**src/rtl/lc3b_types.sv**
```systemverilog
// Shared LC-3b types: word type, control word and the memory-stage state encoding.
package lc3b_types;

  typedef logic [15:0] lc3b_word;

  // Control bits carried down the pipeline alongside each instruction.
  typedef struct packed {
    logic load_regfile;
    logic load_cc;
    logic mem_read;
    logic mem_write;
    logic mem_byte;
    logic mem_indirect;
  } lc3b_control_word;

  // Memory stage sequencing: first access, then (indirect only) the final access.
  typedef enum logic {
    S_FIRST = 1'b0,
    S_FINAL = 1'b1
  } lc3b_mem_state;

  // Data memory is word-addressed on the bus; byte selection happens via lane enables.
  function automatic lc3b_word word_align(input lc3b_word a);
    return {a[15:1], 1'b0};
  endfunction

endpackage

```
**src/rtl/mem_align.sv**
```systemverilog
// Byte-lane steering for the memory stage: lane enables, store-data
// replication and load-byte extraction with sign extension.
module mem_align
  import lc3b_types::*;
(
  input  logic        addr_lsb,
  input  logic        byte_op,
  input  logic [15:0] store_data,
  input  logic [15:0] load_raw,
  output logic [1:0]  byte_enable,
  output logic [15:0] wdata,
  output logic [15:0] load_data
);

  function automatic lc3b_word sext8(input logic [7:0] b);
    return {{8{b[7]}}, b};
  endfunction

  // Select lanes and shape store/load data for word or byte accesses.
  always_comb begin
    byte_enable = 2'b11;
    wdata       = store_data;
    load_data   = load_raw;
    if (byte_op) begin
      byte_enable = addr_lsb ? 2'b10 : 2'b01;
      wdata       = {store_data[7:0], store_data[7:0]};
      load_data   = sext8(addr_lsb ? load_raw[15:8] : load_raw[7:0]);
    end
  end

endmodule

```
**src/rtl/mem_stage.sv**
```systemverilog
// LC-3b memory-access stage: issues word, byte and two-access indirect
// data-memory transactions, aligns load data and stalls the front of the
// pipeline until the current transaction completes.
module mem_stage
  import lc3b_types::*;
(
  input  logic             clk,
  input  logic             reset,
  input  logic             valid_in,
  input  logic [15:0]      pc_in,
  input  logic [15:0]      instruction_in,
  input  logic [15:0]      sr2_in,
  input  logic [15:0]      aluval_in,
  input  lc3b_control_word control_in,
  input  logic [15:0]      dmem_rdata,
  input  logic             dmem_resp,
  output logic [15:0]      dmem_address,
  output logic [15:0]      dmem_wdata,
  output logic             dmem_read,
  output logic             dmem_write,
  output logic [1:0]       dmem_byte_enable,
  output logic [15:0]      pc_out,
  output logic [15:0]      instruction_out,
  output logic [15:0]      aluval_out,
  output lc3b_control_word control_out,
  output logic [15:0]      mdr_out,
  output logic             mem_done,
  output logic             stall_out
);

  lc3b_mem_state state, next_state;
  logic [15:0]   ind_addr;

  logic          mem_op;
  logic          first_ind;
  logic          byte_op;
  logic [15:0]   req_addr;
  logic [1:0]    align_be;
  logic [15:0]   align_wdata;
  logic [15:0]   align_load;

  assign mem_op    = valid_in & (control_in.mem_read | control_in.mem_write);
  // The pointer fetch of LDI/STI is always a word read.
  assign first_ind = (state == S_FIRST) & control_in.mem_indirect;
  // Indirect ops are word accesses; mem_byte only applies to direct ones.
  assign byte_op   = control_in.mem_byte & ~control_in.mem_indirect;
  assign req_addr  = (state == S_FINAL) ? ind_addr : aluval_in;

  // Non-memory fields go straight through to the MEM/WB latch.
  assign pc_out          = pc_in;
  assign instruction_out = instruction_in;
  assign aluval_out      = aluval_in;
  assign control_out     = control_in;

  mem_align u_align (
    .addr_lsb    (req_addr[0]),
    .byte_op     (byte_op),
    .store_data  (sr2_in),
    .load_raw    (dmem_rdata),
    .byte_enable (align_be),
    .wdata       (align_wdata),
    .load_data   (align_load)
  );

  // State register; reset abandons any in-flight transaction.
  always_ff @(posedge clk or posedge reset) begin
    if (reset) state <= S_FIRST;
    else       state <= next_state;
  end

  // Capture the pointer returned by the first access of an indirect op.
  always_ff @(posedge clk or posedge reset) begin
    if (reset)
      ind_addr <= 16'h0000;
    else if (first_ind && mem_op && dmem_resp)
      ind_addr <= dmem_rdata;
  end

  // Advance only on a response to a request that is actually outstanding.
  always_comb begin
    next_state = state;
    case (state)
      S_FIRST: if (mem_op && control_in.mem_indirect && dmem_resp) next_state = S_FINAL;
      S_FINAL: if (mem_op && dmem_resp) next_state = S_FIRST;
      default: next_state = S_FIRST;
    endcase
  end

  // Drive the request, completion and stall for the current access.
  always_comb begin
    dmem_read        = 1'b0;
    dmem_write       = 1'b0;
    mem_done         = 1'b0;
    stall_out        = 1'b0;
    dmem_address     = word_align(req_addr);
    dmem_wdata       = align_wdata;
    dmem_byte_enable = align_be;
    mdr_out          = align_load;
    if (!reset && mem_op) begin
      if (first_ind) begin
        dmem_read = 1'b1;
      end else begin
        dmem_read  = control_in.mem_read;
        dmem_write = control_in.mem_write;
      end
      mem_done  = dmem_resp & ~first_ind;
      stall_out = ~mem_done;
    end
  end

endmodule

```
**config.mk**
```make
export PLATFORM = sky130hd
export DESIGN_NAME = mem_stage
export DESIGN_NICKNAME = d
export VERILOG_FILES = /design/src/rtl/lc3b_types.sv /design/src/rtl/mem_align.sv /design/src/rtl/mem_stage.sv
export SDC_FILE = /design/constraint.sdc
export NUM_CORES = 1
export LEC_CHECK = 0
export ABC_AREA = 1
export CELL_PAD_IN_SITES_DETAIL_PLACEMENT = 1
export CELL_PAD_IN_SITES_GLOBAL_PLACEMENT = 1
export CORE_ASPECT_RATIO = 2
export CORE_MARGIN = 2
export CORE_UTILIZATION = 20
export DETAILED_ROUTE_END_ITERATION = 10
export PLACE_DENSITY = 0.95
export SLEW_MARGIN = 20
export SYNTH_ARGS = -nofsm -noshare
export SYNTH_HDL_FRONTEND = slang
export SYNTH_HIERARCHICAL = 1
export SYNTH_SLANG_ARGS = --single-unit
```
**constraint.sdc**
```tcl
create_clock -name clk -period 2.75 [get_ports clk]
set_clock_uncertainty 0.05 [all_clocks]
set_input_delay 0.55 -clock clk [delete_from_list [all_inputs] [get_ports clk]]
set_output_delay 0.55 -clock clk [all_outputs]
set_load 0.03 [all_outputs]
```
Yosys cells after proc, flatten, opt, wreduce, memory -nomap -nowiden
Cells that the tools add are included.
- mux-type cells: 15
- bitwise gates (word level): 9
- reduce and logical (&&, ||, !) cells: 7
- operators with widths (cell ; number):
    16-bit two-way mux ; 3
    1-bit two-way mux ; 8
    8-bit two-way mux ; 1
    1-bit logical AND ; 6
    1-bit bitwise AND ; 4
    2-bit two-way mux ; 2
    1-bit inverter ; 4
    1-bit one-hot mux with 2 select lines ; 1
    1-bit zero test ; 1
    1-bit bitwise OR ; 1
- register bits after elaboration: 17
- bits of input ports: 90
- output and inout bits: 108
- logic and storage cells: 33

Depth between registers and ports, before layout
Gate-level depths: netlist of the first run.
- word-level depth: 6
- depth in mapped cells: 9
- gate-level depth less buffers: 7

Modules after synthesis
Netlist of the first run, hierarchy kept.
- modules (own cells, without submodules) (module ; instances ; cells an instance ; area an instance (um^2) ; sequential area each (um^2)):
    mem_stage ; 1 ; 214 ; 1559.0 ; 425.4
    mem_align ; 1 ; 81 ; 419.2 ; 0.0

Least setup slack after synthesis of the first run
OpenSTA, ideal clock, no wires.
- path type: input to output
- start point: in reset
- end point: out stall_out
- arrival time: 1.648 ns
- data required time: 2.150 ns
- setup slack: 0.502 ns
- stages on the path: 3
- buffers on the path: 0
- cells stage by stage: inv_1 -> nand2_1 -> a21oi_1
- longest elaborated chain between the ends: 3
- RTL lines (element ; RTL line ; text):
    start, declared ; mem_stage.sv:8 ; input logic reset,
    1-bit zero test ; mem_stage.sv:99 ; if (!reset && mem_op) begin
    1-bit logical AND ; mem_stage.sv:99 ;
    1-bit two-way mux ; mem_stage.sv:99 ;
    end, declared ; mem_stage.sv:28 ; output logic stall_out
Every way passes these cells.

Worst setup path after layout of the first run
- start point: in control_in[1] (netlist name)
- end point: out mdr_out[9]
- longest elaborated chain between the ends: 2
- RTL lines (element ; RTL line ; text):
    start, declared ; mem_stage.sv:14 ; input lc3b_control_word control_in,
    1-bit bitwise AND ; mem_stage.sv:46 ; assign byte_op = control_in.mem_byte & ~control_in.mem_indirect;
    net byte_op ; mem_stage.sv:36 ; logic byte_op;
    16-bit two-way mux ; mem_align.sv:24 ; if (byte_op) begin
    end, declared ; mem_stage.sv:26 ; output logic [15:0] mdr_out,
The timed path passes the listed nets, and every way through them passes these cells.

==> summary.md, run 1 <==
| Metric | Value |
|---|---|
| Status | `complete, no violations` |
| VDD IR-drop max | `0.2115 mV` |
| Top cells by area, synth | `buf_4 (30%), nand2_1 (25%), dfrtp_1 (22%)` |
| H-tree depth | `1` |
| Register area share after synthesis | `between 20% and 30%` |
| # setup viols final | `0` |
| Post-synthesis average cell area | `roughly 6.7 µm²` |
| CP Data Required Time | `around 2.2 ns` |
| Slew Viols, Final | `0` |
| WS Path Type | `input pin to output pin` |
| Synthesized instance count | `a little under 300` |
| CTS Buf Count | `3` |
| Share of post-route cells with drive strength above 1 | `16.94%` |
| Diodes inserted | `0` |
| Hold/Removal Path Class | `flip-flop to flip-flop` |
| Total Routing Usage GR | `about 15%` |
| Routed vias | `around 2000` |
| Vias per cell | `between 4 and 5` |
| Power Total | `about 1.5 mW` |
| Later-pin clock latency in the skew report | `about 0.24 ns` |
| Crit path time final | `~2.7 ns` |
| Max Root-Sink Buffers | `2` |
| Nets | `around 450` |
| Die X | `approximately 74 µm` |
| RePlAce Congestion | `between 0.8 and 0.9` |
| 1st-iter DRT viols | `between 70 and 80` |
| # hold bufs at CTS | `0` |
| Port-buffer cells | `approximately 130` |
| Inst Count DP | `roughly 500` |
| Antenna viol nets, final | `0` |
| Synth warn | `6` |
| Multi-input gate area | `roughly 810 µm²` |
| Dominant cell type by area after synthesis | `buf_4` |
| Register area | `around 430 µm²` |
| Setup_tns | `0 ns` |
| Crit share post-route | `a little under 100%` |
| Die Y | `roughly 140 µm` |
| Total wire length | `7797 µm` |
| Place WS | `-0.2275 ns` |
| HPWL Detailed | `between 6000 and 7000 µm` |
| Post-DP Area | `just under 3000 µm²` |
| LEAKAGE | `between 1 and 1.5 nW` |
| CP arrival | `approximately 2.1 ns` |
| Worst-path clk slew | `roughly 0.050 ns` |
| Area of the die | `~11000 µm²` |
| # DRC | `0` |
| Initial core utilization | `roughly a fifth` |
| Post-Syn Nets | `a little under 400` |
| Gr ovfl total | `0` |
| Distinct cells, synth | `25` |
| Top cell type's share of synthesized area | `around 30%` |
| Max Cap Viol | `0` |
| Pin count of the biggest net entering global routing | `18` |
| Pwr dens | `490.0 nW/µm²` |
| Post-CTS Setup Inserts | `0` |
| Root Buffer | `clkbuf_16` |
| First-pass GRT wire length | `between 10000 and 15000 µm` |
| Finished Cell Area | `about 3000 µm²` |
| # rows | `51` |
| WHS | `roughly 0.42 ns` |
| Layout Cells excl Fill | `492` |
| Initial antenna violation count | `0` |
| Post-Route Utilization | `30.96%` |
| Detailed Routing Iterations Pass 1 | `4` |
| Crit-path max FO | `15` |
| Num ports | `198` |
| CTS tree | `built` |
| CORE AREA | `9699 µm²` |
| DR WL/cell | `about 16 µm` |
| Final WS setup | `around 0.079 ns` |
| Flops & latches, synth | `17` |
| RSZ-0062 raised after global routing | `false` |
| # fillers | `1203` |
| Clock sinks | `17` |
| Synth-to-layout area growth | `51.80%` |
| CP Capture Type | `output pin` |
| Vias in the first global route | `approximately 2100` |
| Mapped cell area | `between 1500 and 2000 µm²` |
| Max Clk Rate | `around 370 MHz` |
| Critical Path Start Type | `input pin` |
| Final hold viol count | `0` |
-- layout by cell type (no fill, tap or decap), types with 2 or more instances in the layout --
cell type / netlist / layout
buf_12: 1 / 9
buf_4: 80 / 32
clkbuf_16: 0 / 3
clkbuf_2: 0 / 6
clkdlybuf4s50_1: 0 / 97
dfrtp_1: 17 / 17
dlygate4sd2_1: 0 / 8
inv_1: 6 / 6
inv_2: 2 / 2
nand2_1: 132 / 132
nand3_1: 14 / 14
nand3_4: 3 / 3
nand4_1: 16 / 16
nor2_1: 4 / 3
nor2_2: 1 / 2
-- layer usage --
metal  up-vias  share of wire [%]  track usage, %
met1       898                 30           13.21
li1        973                  -               -
met3        34                8.4           2.927
met5         -                  0               0
met4         0                5.3           8.741
met2       113                 56           28.43
-- critical path, stage by stage --
cell and delay [ns]:
clkdlybuf4s50_1 0.48, inv_1 0.05, nor2_2 0.13, buf_12 0.13
inv_1 0.04, buf_4 0.18, nand2_1 0.07, nand3_1 0.07
dlygate4sd2_1 0.36
-- where the power goes --
part / total (mW) / internal (mW) / switching (mW)
Clock: 0.289 / 0.197 / 0.0924
Sequential: 0.357 / 0.319 / 0.0381
Combinational: 0.825 / 0.350 / 0.476
Total: 1.47 / 0.865 / 0.606
-- cells in the mapped netlist, drive strengths merged --
master,instances
nand2,133
buf,89
dfrtp,17
nand3,17
nand4,16
inv,8
nor2,7
clkbuf,2
nor3,2
a21oi,1
clkinv,1
conb,1
o21ai,1
-- kinds of logic after synthesis --
| kind of cell | share of synthesized area (%) |
|---|---|
| other cells | 0.1896 |
| flops | 21.51 |
| simple gates | 40.04 |
| compound gates | 0.5055 |
| buf+inv | 37.76 |
-- cell type report --
cell class | count | share of cell area [%]
repair buffers | 152 | 49.67
multi-input cells | 178 | 26.92
flip-flops and latches | 17 | 14.17
well taps | 132 | 5.500
clock buffers | 4 | 2.625
inverters | 9 | 1.125
-- path summary, 6_finish.rpt --
check | start | to | slack, ns | depth (start not counted)
min reg2reg | ind_addr[10] | ind_addr[10] | 0.42 | 2
min in group asynchronous | reset | ind_addr[5] | 0.64 | 3
max reg2reg | state | ind_addr[3] | 1.06 | 7
max | control_in[1] | mdr_out[9] | 0.08 | 9
min | ind_addr[10] | ind_addr[10] | 0.42 | 2
max in group asynchronous | reset | state | 1.82 | 3
-- registers in the layout, summed over array words and instances (netlist names) --
signal / cells
ind_addr: 16
state: 1
-- timing repair --
action | in CTS | in global routing
resized for setup | 14 | 12
setup endpoints to repair | 14 | 6
hold endpoints to repair | 0 | 0
(Power assumes the default switching activity.)
==> run 2, diff against run 1 <==
--- a/config.mk
+++ b/config.mk
@@ -9,7 +9,7 @@
 export CELL_PAD_IN_SITES_DETAIL_PLACEMENT = 1
 export CELL_PAD_IN_SITES_GLOBAL_PLACEMENT = 1
 export CORE_ASPECT_RATIO = 2
-export CORE_MARGIN = 2
+export CORE_MARGIN = 8
 export CORE_UTILIZATION = 20
 export DETAILED_ROUTE_END_ITERATION = 10
 export PLACE_DENSITY = 0.95
==> run 2 against run 1 <==
Net effect:
- sequential cell count is the same
- combinational power shrank 1%
- critical path depth is the same
- design area shrank 1.3%
- critical endpoint is now mdr_out[2]
- highest routed layer unchanged
==> summary.md, run 2 (synthesis gave the netlist of run 1 again) <==
| Metric | Value |
|---|---|
| Status | `complete, no violations (unchanged)` |
| Clock power frac | `19.4% (was 19.6%)` |
| Setup_tns | `0 ns (unchanged)` |
| Crit share post-route | `96.44% (was 97.13%)` |
| Crit path time final | `2.652 ns (was 2.671 ns)` |
| Max Cap Viol | `0 (unchanged)` |
| Initial antenna violation count | `0 (unchanged)` |
| Logic pwr share | `56.2% (was 56.1%)` |
| Detailed Routing Iterations Pass 1 | `4 (unchanged)` |
| Root Buffer | `clkbuf_16 (unchanged)` |
| Largest regs | `ind_addr x16, state x1 (unchanged)` |
| RSZ-0062 raised after global routing | `true (was false)` |
| Total wire length | `8400 µm (was 7797 µm)` |
| WHS | `0.4188 ns (was 0.4198 ns)` |
| LEAKAGE | `1.456 nW (was 1.487 nW)` |
| Final WS setup | `0.09790 ns (was 0.07879 ns)` |
| CP Capture Type | `output pin (unchanged)` |
| # rows | `51 (unchanged)` |
| HPWL Detailed | `7560 µm (was 6750 µm)` |
| Place WS | `-0.06058 ns (was -0.2275 ns)` |
| CP Data Required Time | `2.15 ns (about the same)` |
| Final hold viol count | `0 (unchanged)` |
| Hold/Removal Path Class | `flip-flop to flip-flop (unchanged)` |
| VDD IR-drop max | `0.2105 mV (was 0.2115 mV)` |
| Synth-to-layout area growth | `49.78% (was 51.80%)` |
| Pwr dens | `490.3 nW/µm² (was 490.0 nW/µm²)` |
| Vias per cell | `4.209 (was 4.102)` |
| Num ports | `198 (unchanged)` |
| Net Sw Frac | `41.16% (was 41.20%)` |
| CP top delay family | `buffers and inverters (unchanged)` |
| CTS Buf Count | `3 (unchanged)` |
| Power Total | `1.453 mW (was 1.471 mW)` |
| Seq pwr share | `24.5% (was 24.3%)` |
| CTS tree | `built (unchanged)` |
| Most common cell after layout, fill and taps aside | `nand2_1 (unchanged)` |
| Initial core utilization | `20.39% (unchanged)` |
| # fillers | `1203 (unchanged)` |
| # setup viols final | `0 (unchanged)` |
| Nets | `443 (was 451)` |
| Diodes inserted | `0 (unchanged)` |
| Die Y | `156.6 µm (was 144.6 µm)` |
| 1st-iter DRT viols | `57 (was 78)` |
| WS Path Type | `input pin to output pin (unchanged)` |
| Die X | `86.33 µm (was 74.33 µm)` |
| Largest register by flop count | `ind_addr (unchanged)` |
| Antenna viol nets, final | `0 (unchanged)` |
| Gr ovfl total | `0 (unchanged)` |
| Critical Path Start Type | `input pin (unchanged)` |
| CP arrival | `2.05 ns (was 2.07 ns)` |
| Cell breakdown of the critical path | `clkdlybuf4s50_1 -> inv_1 -> nor2_4 -> buf_4 -> buf_4 -> nand2_2 -> nand2_1 -> nand2_1 -> buf_12 (was clkdlybuf4s50_1 -> inv_1 -> nor2_2 -> buf_12 -> inv_1 -> buf_4 -> nand2_1 -> nand3_1 -> dlygate4sd2_1)` |
| Post-CTS Setup Inserts | `0 (unchanged)` |
| P_int | `0.8549 mW (was 0.8652 mW)` |
| Crit-path max FO | `9 (was 15)` |
| Max incr delay on CP | `0.48 ns (about the same)` |
| Total Routing Usage GR | `12.02% (was 14.66%)` |
| Clock sinks | `17 (unchanged)` |
| Area of the die | `13520 µm² (was 10750 µm²)` |
| Max Clk Rate | `377.1 MHz (was 374.4 MHz)` |
| H-tree depth | `1 (unchanged)` |
| Most frequent cells in the layout | `nand2_1 (132), clkdlybuf4s50_1 (96), buf_4 (27) (was nand2_1 (132), clkdlybuf4s50_1 (97), buf_4 (32))` |
| Routed vias | `2037 (was 2018)` |
| CP bufs+invs | `5 (was 6)` |
| Worst-path clk slew | `0.05 ns (about the same)` |
| Max reg flops | `16 (unchanged)` |
| # DRC | `0 (unchanged)` |
| Pin count of the biggest net entering global routing | `18 (unchanged)` |
| Share of post-route cells with drive strength above 1 | `15.63% (was 16.94%)` |
| Later-pin clock latency in the skew report | `0.24 ns (about the same)` |
| Post-Route Utilization | `30.55% (was 30.96%)` |
| CP max-delay cell | `clkdlybuf4s50_1 (unchanged)` |
| DR WL/cell | `17.36 µm (was 15.85 µm)` |
| Sw Pwr | `0.5979 mW (was 0.6063 mW)` |
| Port-buffer cells | `128 (unchanged)` |
| CORE AREA | `9699 µm² (unchanged)` |
| First-pass GRT wire length | `12290 µm (was 11470 µm)` |
| RePlAce Congestion | `0.7879 (was 0.8090)` |
| Vias in the first global route | `2264 (was 2134)` |
| Slew Viols, Final | `0 (unchanged)` |
| Max Root-Sink Buffers | `2 (unchanged)` |
## run 2: metrics by stage
step | cell area, µm² | std cells
floorplan | 1978 | 295
global placement | 2861 | 480
detailed placement | 2861 | 480
CTS | 2930 | 484
global route | 2963 | 484
finish | 2963 | 484
## run 2: power groups by stage
stage	Combinational, mW	Clock [mW]	Sequential (mW)
floorplan	0.640	0	0.348
global placement	0.809	0	0.356
detailed placement	0.828	0	0.359
CTS	0.824	0.287	0.356
global route	0.877	0.296	0.363
finish	0.816	0.281	0.355
## run 2: timing repair
action	CTS	global route
hold buffers	0	0
pin swaps	0	1
endpoints found under the setup margin	8	12
hold endpoints to repair	0	0
gates resized for setup	8	8
## run 2: worst paths after layout
path                                     from           end  slack [ns]  cells after the start
worst max-delay path            control_in[1]    mdr_out[2]         0.1                      9
worst min-delay path              ind_addr[1]   ind_addr[1]        0.42                      2
worst max register to register          state   ind_addr[4]        1.22                      6
worst min register to register    ind_addr[1]   ind_addr[1]        0.42                      2
max in group asynchronous               reset   ind_addr[2]        1.85                      3
min in group asynchronous               reset  ind_addr[12]        0.61                      3
## run 2: per-layer routing
| layer | vias up | global-route usage (%) | part of all wire (%) |
|---|---|---|---|
| met5 | - | 0 | 0 |
| met3 | 44 | 3.046 | 9.3 |
| met4 | 0 | 10.09 | 7.2 |
| met1 | 904 | 9.867 | 31 |
| met2 | 131 | 22.75 | 52 |
| li1 | 958 | - | - |
## run 2: area by class of cell
type	count	area, µm²	share of cell area, %
clock buffers	4	78.83	2.660
flip-flops and latches	17	425.4	14.36
multi-input cells	178	818.3	27.62
well taps	132	165.2	5.574
repair buffers	144	1441	48.65
inverters	9	33.78	1.140
## run 2: worst reg2reg max path: stages, from the launching register on
cell and delay, ns:
dfrtp_1 0.37, buf_4 0.21, nor2_8 0.20, buf_4 0.22, nand3_4 0.20, nand2_1 0.13
nand2_1 0.05
==> run 3, diff against run 2 <==
--- a/config.mk
+++ b/config.mk
@@ -10,9 +10,10 @@
 export CELL_PAD_IN_SITES_GLOBAL_PLACEMENT = 1
 export CORE_ASPECT_RATIO = 2
 export CORE_MARGIN = 8
-export CORE_UTILIZATION = 20
+export CORE_UTILIZATION = 17
 export DETAILED_ROUTE_END_ITERATION = 10
-export PLACE_DENSITY = 0.95
+export PLACE_DENSITY = 0.88
+export REMOVE_ABC_BUFFERS = 1
 export SLEW_MARGIN = 20
 export SYNTH_ARGS = -nofsm -noshare
 export SYNTH_HDL_FRONTEND = slang
==> constraint.sdc (replaced) <==
create_clock -name clk -period 2.2 [get_ports clk]
set_clock_uncertainty 0.05 [all_clocks]
set_input_delay 0.44 -clock clk [delete_from_list [all_inputs] [get_ports clk]]
set_output_delay 0.44 -clock clk [all_outputs]
set_load 0.03 [all_outputs]
==> run 3 against run 2 <==
Net effect:
- critical path depth fell by 7
- hold slack gained 0.0053 ns
- combinational power up 26%
- count of clock-buffer cells in the layout stayed put
- sequential cell count is the same
- non-clock buffer count up 4
- design area rose by 0.93%
- routed wire length is 1.2% higher
- register-to-register slack lost 0.63 ns
- setup slack lost 0.059 ns
==> summary.md, run 3 (synthesis gave the netlist of run 1 again) <==
| Metric | Value |
|---|---|
| Status | `complete, no violations (unchanged)` |
| # DRC | `0 (unchanged)` |
| Place WS | `-0.1788 ns (was -0.06058 ns)` |
| Setup_tns | `0 ns (unchanged)` |
| Initial antenna violation count | `0 (unchanged)` |
| CP arrival | `1.67 ns (was 2.05 ns)` |
| CP bufs+invs | `2 (was 5)` |
| Crit-path max FO | `3 (was 9)` |
| Max Clk Rate | `around 460 MHz` |
| Worst r2r path cells | `6 (unchanged)` |
| Detailed Routing Iterations Pass 1 | `4 (unchanged)` |
| LEAKAGE | `1.533 nW (was 1.456 nW)` |
| CP top delay family | `buffers and inverters (unchanged)` |
| Register-to-register setup slack | `0.59 ns (was 1.22 ns)` |
| Final hold viol count | `0 (unchanged)` |
| CP max-delay cell | `clkdlybuf4s50_1 (unchanged)` |
| RePlAce Congestion | `0.7695 (was 0.7879)` |
| Post-Route Utilization | `25.87% (was 30.55%)` |
| Die Y | `168.6 µm (was 156.6 µm)` |
| Hold/Removal Path Class | `flip-flop to flip-flop (unchanged)` |
| Worst Hold Depth | `2 (unchanged)` |
| Total Routing Usage GR | `10.46% (was 12.02%)` |
| Gr ovfl total | `0 (unchanged)` |
| CORE AREA | `11560 µm² (was 9699 µm²)` |
| # fillers | `1429 (was 1203)` |
| Hold Path Sink | `ind_addr[11] (was ind_addr[1])` |
| Max incr delay on CP | `0.70 ns (was 0.48 ns)` |
| Crit-path most repeated cell | `clkdlybuf4s50_1` |
| Worst r2r src | `state (unchanged)` |
| Largest register by flop count | `ind_addr (unchanged)` |
| Clock sinks | `17 (unchanged)` |
| Hold Path Origin | `ind_addr[11] (was ind_addr[1])` |
| Critical Path Start Type | `input pin (unchanged)` |
| Max Root-Sink Buffers | `2 (unchanged)` |
| Num ports | `198 (unchanged)` |
| Antenna viol nets, final | `0 (unchanged)` |
| Crit share post-route | `~100%` |
| Inst Count DP | `495 (was 480)` |
| Diodes inserted | `0 (unchanged)` |
| Max reg flops | `16 (unchanged)` |
| Area of the die | `15550 µm² (was 13520 µm²)` |
| 1st-iter DRT viols | `140 (was 57)` |
| Final WS setup | `0.03881 ns (was 0.09790 ns)` |
| CP Capture Type | `output pin (unchanged)` |
| Port-buffer cells | `128 (unchanged)` |
| Register area | `425.4 µm² (unchanged)` |
| Vias per cell | `4.244 (was 4.209)` |
| Synth-to-layout area growth | `51.17% (was 49.78%)` |
| Routed vias | `2126 (was 2037)` |
| Worst-path clk slew | `0.05 ns (about the same)` |
| Power Total | `1.851 mW (was 1.453 mW)` |
| Total wire length | `8503 µm (was 8400 µm)` |
| Most common cell after layout, fill and taps aside | `nand2_1 (unchanged)` |
| Layout Cells excl Fill | `501 (was 484)` |
| WS Path Type | `input pin to output pin (unchanged)` |
| Pwr dens | `619.0 nW/µm² (was 490.3 nW/µm²)` |
| Max Cap Viol | `0 (unchanged)` |
| Multi-input gate area | `835.8 µm² (was 818.3 µm²)` |
| Share of post-route cells with drive strength above 1 | `24.16% (was 15.63%)` |
| CTS Buf Count | `3 (unchanged)` |
| DR WL/cell | `16.97 µm (was 17.36 µm)` |
| First-pass GRT wire length | `12880 µm (was 12290 µm)` |
| Slew Viols, Final | `0 (unchanged)` |
| Nets | `447 (was 443)` |
| Root Buffer | `clkbuf_16 (unchanged)` |
| Initial core utilization | `17.11% (was 20.39%)` |
| # setup viols final | `0 (unchanged)` |
| RSZ-0062 raised after global routing | `false (was true)` |
| CTS tree | `built (unchanged)` |
| HPWL Detailed | `6877 µm (was 7560 µm)` |
| CP Data Required Time | `1.71 ns (was 2.15 ns)` |
| Vias in the first global route | `2381 (was 2264)` |
| R2r endpoint | `ind_addr[4] (unchanged)` |
| H-tree depth | `1 (unchanged)` |
| Later-pin clock latency in the skew report | `0.25 ns (was 0.24 ns)` |
| Crit path time final | `2.161 ns` |
| Most frequent cells in the layout | `nand2_1 (131), clkdlybuf4s50_1 (77), buf_4 (55) (was nand2_1 (132), clkdlybuf4s50_1 (96), buf_4 (27))` |
| Cell breakdown of the critical path | `clkdlybuf4s50_1 -> clkdlybuf4s50_1 (was clkdlybuf4s50_1 -> inv_1 -> nor2_4 -> buf_4 -> buf_4 -> nand2_2 -> nand2_1 -> nand2_1 -> buf_12)` |
| Pin count of the biggest net entering global routing | `18 (unchanged)` |
| Largest regs | `ind_addr x16, state x1 (unchanged)` |
| # rows | `56 (was 51)` |
| VDD IR-drop max | `0.2803 mV (was 0.2105 mV)` |
| Die X | `92.28 µm (was 86.33 µm)` |
## run 3: cell types whose count changed in the layout (fill, tap and decap cells not counted), moves of 2 or more
cell | before | now
nand2_4 | 0 | 2
dlymetal6s2s_1 | 0 | 4
buf_4 | 27 | 55
inv_1 | 6 | 4
clkdlybuf4s50_1 | 96 | 77
inv_2 | 2 | 4
dlygate4sd2_1 | 8 | 0
## run 3: layout make-up
type / count / area share, %
repair buffers: 148 / 47.99
clock buffers: 4 / 2.636
multi-input cells: 178 / 27.95
inverters: 9 / 1.130
well taps: 145 / 6.067
flip-flops and latches: 17 / 14.23
## run 3: report_power, final
| group | switching (mW) | leakage [nW] | total (mW) | internal, mW |
|---|---|---|---|---|
| clock | 0.125 | 0.0382 | 0.371 | 0.246 |
| sequential | 0.0494 | 0.214 | 0.448 | 0.398 |
| combinational | 0.617 | 1.28 | 1.03 | 0.415 |
## run 3: metrics by stage
stage,cell area (µm²),hold WS (ns)
2_1_floorplan,1265,0.3244
3_3_place_gp,2823,0.4040
3_5_place_dp,2823,0.4166
4_1_cts,2943,0.4304
5_1_grt,2990,0.4533
6_report,2990,0.4241
## run 3: routing by layer
layer	wire length, µm	GRT usage (%)
met4	47	1.766
met2	3482	14.61
met3	1437	7.276
met1	3536	12.90
met5	0	0
## run 3: worst max path at each step
stage,endpoint,cells past startpoint,from
2_1_floorplan,mdr_out[15],7,state
3_3_place_gp,dmem_byte_enable[0],7,control_in[1]
3_5_place_dp,dmem_byte_enable[0],6,aluval_in[0]
4_1_cts,dmem_wdata[9],8,control_in[1]
5_1_grt,control_out[3],2,control_in[3]
6_report,control_out[3],2,control_in[3]
## run 3: repair_timing
item | in CTS | in global routing
gates resized for setup | 8 | 9
pin swaps | 0 | 3
endpoints found under the setup margin | 25 | 29
cloned | 0 | 1
hold buffers | 0 | 0
buffers inserted | 1 | 0
